$ cat src/rtl/dht11_uart_formatter.sv
// Formats latched DHT11 humidity/temperature bytes as the 13-byte ASCII frame
// "H:hh% T:ttC\r\n" and pushes it into a TX FIFO under a push/full handshake.
module dht11_uart_formatter #(
  parameter int unsigned CLAMP_MAX = 99,
  parameter bit          LEAD_ZERO = 1'b1
) (
  input  logic        clk,
  input  logic        rst,
  input  logic        i_send,
  input  logic        i_valid,
  input  logic [15:0] i_humid,
  input  logic [15:0] i_temp,
  input  logic        i_full,
  output logic        o_push,
  output logic [7:0]  o_wdata,
  output logic        o_busy,
  output logic        o_drop
);

  typedef enum logic [1:0] {StIdle, StConv, StSend} state_e;

  localparam logic [7:0] ClampVal = 8'(CLAMP_MAX);

  state_e     state_q, state_d;
  logic [6:0] h_rem_q, h_rem_d, t_rem_q, t_rem_d;
  logic [3:0] h_tens_q, h_tens_d, t_tens_q, t_tens_d;
  logic [3:0] idx_q, idx_d;
  logic       v_q, v_d;

  logic [7:0] h_clamp, t_clamp;
  logic [7:0] h_d1, h_d0, t_d1, t_d0;

  // Decimal fraction bytes are not part of the frame.
  logic unused_frac;
  assign unused_frac = ^{i_humid[7:0], i_temp[7:0], h_clamp[7], t_clamp[7]};

  assign h_clamp = (i_humid[15:8] > ClampVal) ? ClampVal : i_humid[15:8];
  assign t_clamp = (i_temp[15:8] > ClampVal) ? ClampVal : i_temp[15:8];

  assign o_busy = (state_q != StIdle);
  assign o_drop = i_send && (state_q != StIdle);

  always_comb begin
    state_d  = state_q;
    h_rem_d  = h_rem_q;
    t_rem_d  = t_rem_q;
    h_tens_d = h_tens_q;
    t_tens_d = t_tens_q;
    idx_d    = idx_q;
    v_d      = v_q;
    o_push   = 1'b0;
    unique case (state_q)
      StIdle: begin
        if (i_send) begin
          h_rem_d  = h_clamp[6:0];
          t_rem_d  = t_clamp[6:0];
          h_tens_d = 4'd0;
          t_tens_d = 4'd0;
          idx_d    = 4'd0;
          v_d      = i_valid;
          state_d  = i_valid ? StConv : StSend;
        end
      end
      StConv: begin
        if (h_rem_q < 7'd10 && t_rem_q < 7'd10) begin
          state_d = StSend;
        end else begin
          if (h_rem_q >= 7'd10) begin
            h_rem_d  = h_rem_q - 7'd10;
            h_tens_d = h_tens_q + 4'd1;
          end
          if (t_rem_q >= 7'd10) begin
            t_rem_d  = t_rem_q - 7'd10;
            t_tens_d = t_tens_q + 4'd1;
          end
        end
      end
      StSend: begin
        o_push = !i_full;
        if (o_push) begin
          if (idx_q == 4'd12) state_d = StIdle;
          else                idx_d   = idx_q + 4'd1;
        end
      end
      default: state_d = StIdle;
    endcase
  end

  // Digit bytes; an invalid reading prints dashes regardless of the latched values.
  always_comb begin
    h_d1 = 8'h30 + {4'h0, h_tens_q};
    t_d1 = 8'h30 + {4'h0, t_tens_q};
    h_d0 = 8'h30 + {1'b0, h_rem_q};
    t_d0 = 8'h30 + {1'b0, t_rem_q};
    if (!LEAD_ZERO && h_tens_q == 4'd0) h_d1 = 8'h20;
    if (!LEAD_ZERO && t_tens_q == 4'd0) t_d1 = 8'h20;
    if (!v_q) begin
      h_d1 = 8'h2d;
      h_d0 = 8'h2d;
      t_d1 = 8'h2d;
      t_d0 = 8'h2d;
    end
  end

  always_comb begin
    o_wdata = 8'h00;
    if (state_q == StSend) begin
      case (idx_q)
        4'd0:    o_wdata = 8'h48;
        4'd1:    o_wdata = 8'h3a;
        4'd2:    o_wdata = h_d1;
        4'd3:    o_wdata = h_d0;
        4'd4:    o_wdata = 8'h25;
        4'd5:    o_wdata = 8'h20;
        4'd6:    o_wdata = 8'h54;
        4'd7:    o_wdata = 8'h3a;
        4'd8:    o_wdata = t_d1;
        4'd9:    o_wdata = t_d0;
        4'd10:   o_wdata = 8'h43;
        4'd11:   o_wdata = 8'h0d;
        4'd12:   o_wdata = 8'h0a;
        default: o_wdata = 8'h00;
      endcase
    end
  end

  always_ff @(posedge clk or negedge rst) begin
    if (!rst) begin
      state_q  <= StIdle;
      h_rem_q  <= 7'd0;
      t_rem_q  <= 7'd0;
      h_tens_q <= 4'd0;
      t_tens_q <= 4'd0;
      idx_q    <= 4'd0;
      v_q      <= 1'b0;
    end else begin
      state_q  <= state_d;
      h_rem_q  <= h_rem_d;
      t_rem_q  <= t_rem_d;
      h_tens_q <= h_tens_d;
      t_tens_q <= t_tens_d;
      idx_q    <= idx_d;
      v_q      <= v_d;
    end
  end

endmodule
$ cat config.mk
export PLATFORM = sky130hd
export DESIGN_NAME = dht11_uart_formatter
export DESIGN_NICKNAME = d
export VERILOG_FILES = /design/src/rtl/dht11_uart_formatter.sv
export SDC_FILE = /design/constraint.sdc
export NUM_CORES = 1
export LEC_CHECK = 0
export CAP_MARGIN = 15
export CORE_MARGIN = 4
export CORE_UTILIZATION = 30
export DETAILED_ROUTE_END_ITERATION = 8
export SLEW_MARGIN = 10
export SYNTH_ARGS = -nofsm -noshare
export SYNTH_HDL_FRONTEND = slang
export SYNTH_SLANG_ARGS = --single-unit
$ cat constraint.sdc
create_clock -name clk -period 3.19 [get_ports clk]
set_input_delay 0.638 -clock clk [delete_from_list [all_inputs] [get_ports clk]]
set_output_delay 0.638 -clock clk [all_outputs]
set_load 0.02 [all_outputs]
==> results.py <==
metrics = {
    "global_routing": {
        "grt_overflow": 0,
        "grt_max_degree": 30,
        "grt_antenna_before_repair": 0,
        "grt_pass1_vias": 2186,
        "grt_util_all_layers_pct": 15.6,
        "grt_pass1_wl_mm": 11.1,
    },
    "worst_setup_path": {
        "startpoint_type": "flop",
        "worst_ep_arrival_time_ns": 2.40,
        "end_kind": "output pin",
        "path_max_fanout": 5,
        "critical_path_class": "flop to output pin",
        "cp.required_ns": 2.55,
    },
    "yosys": {
        "synthArstFlopShare_pct": 100,
        "syn_area_sq_um": 2320,
        "synthCells": 289,
        "synth_ff_type": "dfrtp_1",
        "yosysUniqueCellTypes": 58,
        "synth_edf_count": 0,
        "syn_area_per_cell_sq_um": 8.01,
        "synth_warnings": 0,
        "yosysSeqAreaShare_pct": 31.3,
        "ys_seq_elements": 29,
        "synth_nets": 338,
    },
    "power_and_ir_drop": {
        "ir_drop_mv": 0.237,
        "p_leak_uw": 0.00124,
        "powerDensity_nw_per_um2": 900,
    },
    "timing": {
        "finClkSkew_ns": 0.0136,
        "setup_viol": 0,
        "slew_headroom_pct": 46.8,
        "fmax_mhz": 329,
        "slew_violations": 0,
        "final.setup.tns_ns": 0,
        "hold_viol_final": 0,
        "hold-worst-slack_ns": 0.556,
        "fin_crit_ns": 3.04,
        "rsz0062_at_grt": "no",
        "worst_pin_slew_ns": 0.796,
        "setup_ws_ns": 0.151,
        "timing.final.crit_share_pct": 95.3,
    },
    "die": {
        "start_util_pct": 31.4,
        "io_pins": 48,
        "row_count": 31,
        "die_height_microns": 95.9,
        "die_w_microns": 95.9,
        "core_area_sq_um": 7370,
        "dieArea_sq_um": 9190,
    },
    "run": {
        "maxCapViolations": 0,
    },
    "clocking": {
        "worstSkewPairLatency_ns": 0.29,
        "cts_buffers": 5,
        "root_buffer": "clkbuf_8",
        "cts_tree": "yes",
        "clkSinkCount": 29,
        "h-tree-depth": 2,
        "cts_max_path_buffers": 2,
        "clk_pin_slew_ns": 0.07,
    },
    "drt": {
        "drt-total-wl_mm": 6.91,
        "ant_nets": 0,
        "viasPerCell": 5.56,
        "drt_iter0_markers": 144,
        "route.detailed.drc": 0,
        "vias": 2340,
        "wl_per_cell_microns": 16.4,
        "first_pass_iters": 5,
    },
    "placed_design": {
        "gp_congestion": 0.919,
        "hpwlAfterDp_mm": 4.97,
        "preCtsSetupSlack_ns": 0.215,
        "port_buffers": 31,
    },
    "hold_path": {
        "hold_class": "flop to flop",
    },
    "finish": {
        "layout-drive-gt1-share_pct": 9.94,
        "n_antenna_cell": 0,
        "fin_util_pct": 39.2,
        "final_common_cell": "o21ai_0",
        "fillers": 789,
        "fin_nets": 371,
        "area_growth_pct": 24.6,
        "most-common-layout-cells": "29 x o21ai_0, 28 x dfrtp_1, 27 x nand2_1",
    },
    "outcome": {
        "status": "finished, final reports clean",
    },
}
## state kept, by name, indices dropped and copies added (netlist names)
signal	count
h_rem_q	7
h_tens_q	4
idx_q	4
state_q	2
t_rem_q	7
t_tens_q	4
v_q	1
## synthesized netlist by cell type (all sizes together) (4+ instances only)
cell type | instances | area, sq um
a211oi | 6 | 45.0
a21oi | 20 | 104
a22o | 5 | 45.0
clkbuf | 13 | 48.8
dfrtp | 29 | 726
ha | 12 | 150
inv | 15 | 56.3
mux2i | 5 | 50.1
nand2 | 28 | 108
nand2b | 4 | 25.0
nand3 | 7 | 35.0
nor2 | 26 | 97.6
nor2b | 6 | 37.5
nor3 | 9 | 45.0
nor4 | 7 | 56.3
o211ai | 6 | 45.0
o21ai | 29 | 145
o311ai | 4 | 35.0
o31ai | 5 | 37.5
## worst paths after layout
path	startpoint	to	slack, ns	depth (start not counted)
worst min register to register	idx_q[0]	idx_q[0]	0.56	2
worst max register to register	t_rem_q[1]	h_rem_q[1]	0.82	7
worst min-delay path	idx_q[0]	idx_q[0]	0.56	2
worst max-delay path	idx_q[0]	o_wdata[0]	0.15	8
max in group asynchronous	rst	idx_q[0]	2.13	2
min in group asynchronous	rst	t_tens_q[1]	0.75	2
## power by group
part	total [uW]	leakage, uW	switching (uW)	internal, uW
Sequential	716	0.000365	211	505
Combinational	1560	0.000832	906	653
Clock	322	0.0000433	152	170
Total	2600	0.00124	1270	1330
## layout make-up
type	instances	area, sq um	share of cell area (%)
tap	99	124	4.29
clock buffer	6	82.6	2.86
timing repair buffer	42	403	14.0
multi-input combinational	228	1480	51.4
sequential	29	727	25.2
clock inverter	1	7.51	0.260
inverter	16	60.1	2.08
## timing repair
item,4_1_cts,5_1_grt
cloned,0,0
resized for setup,3,8
setup endpoints to repair,4,7
setup buffers,0,1
hold buffers,0,0
pin swaps,0,1
## critical path, stage by stage, from the launching register on
cell	delay, ns
dfrtp_2	0.41
inv_1	0.10
ha_1	0.22
or2_2	0.33
and2_1	0.19
a221o_1	0.25
o211ai_1	0.22
a21oi_1	0.09
dlygate4sd2_1	0.32
## per-stage QoR
step           total power, uW  cells  cell area [sq um]
2_1_floorplan             1720    289               2320
3_3_place_gp              2220    413               2760
3_5_place_dp              2250    413               2760
4_1_cts                   2570    420               2850
5_1_grt                   2810    421               2890
6_report                  2600    421               2890
## cells by family after synthesis
kind of cell | count (synthesis) | share of synthesized area (%)
mux | 5 | 2.16
simple gates | 101 | 21.7
buf+inv | 32 | 5.29
flops | 29 | 31.3
xor+xnor | 4 | 1.51
compound gates | 106 | 31.5
fa+ha+maj | 12 | 6.48
## layer usage
layer  wire length, microns  GRT usage, %  vias to the layer above
met4                    143          6.04                        0
li1                       -             -                     1147
met5                      0             0                        -
met1                   3370          23.3                     1117
met3                    417          3.13                       10
met2                   2980          21.9                       66
Note: power is estimated with default switching activity, not from simulation.
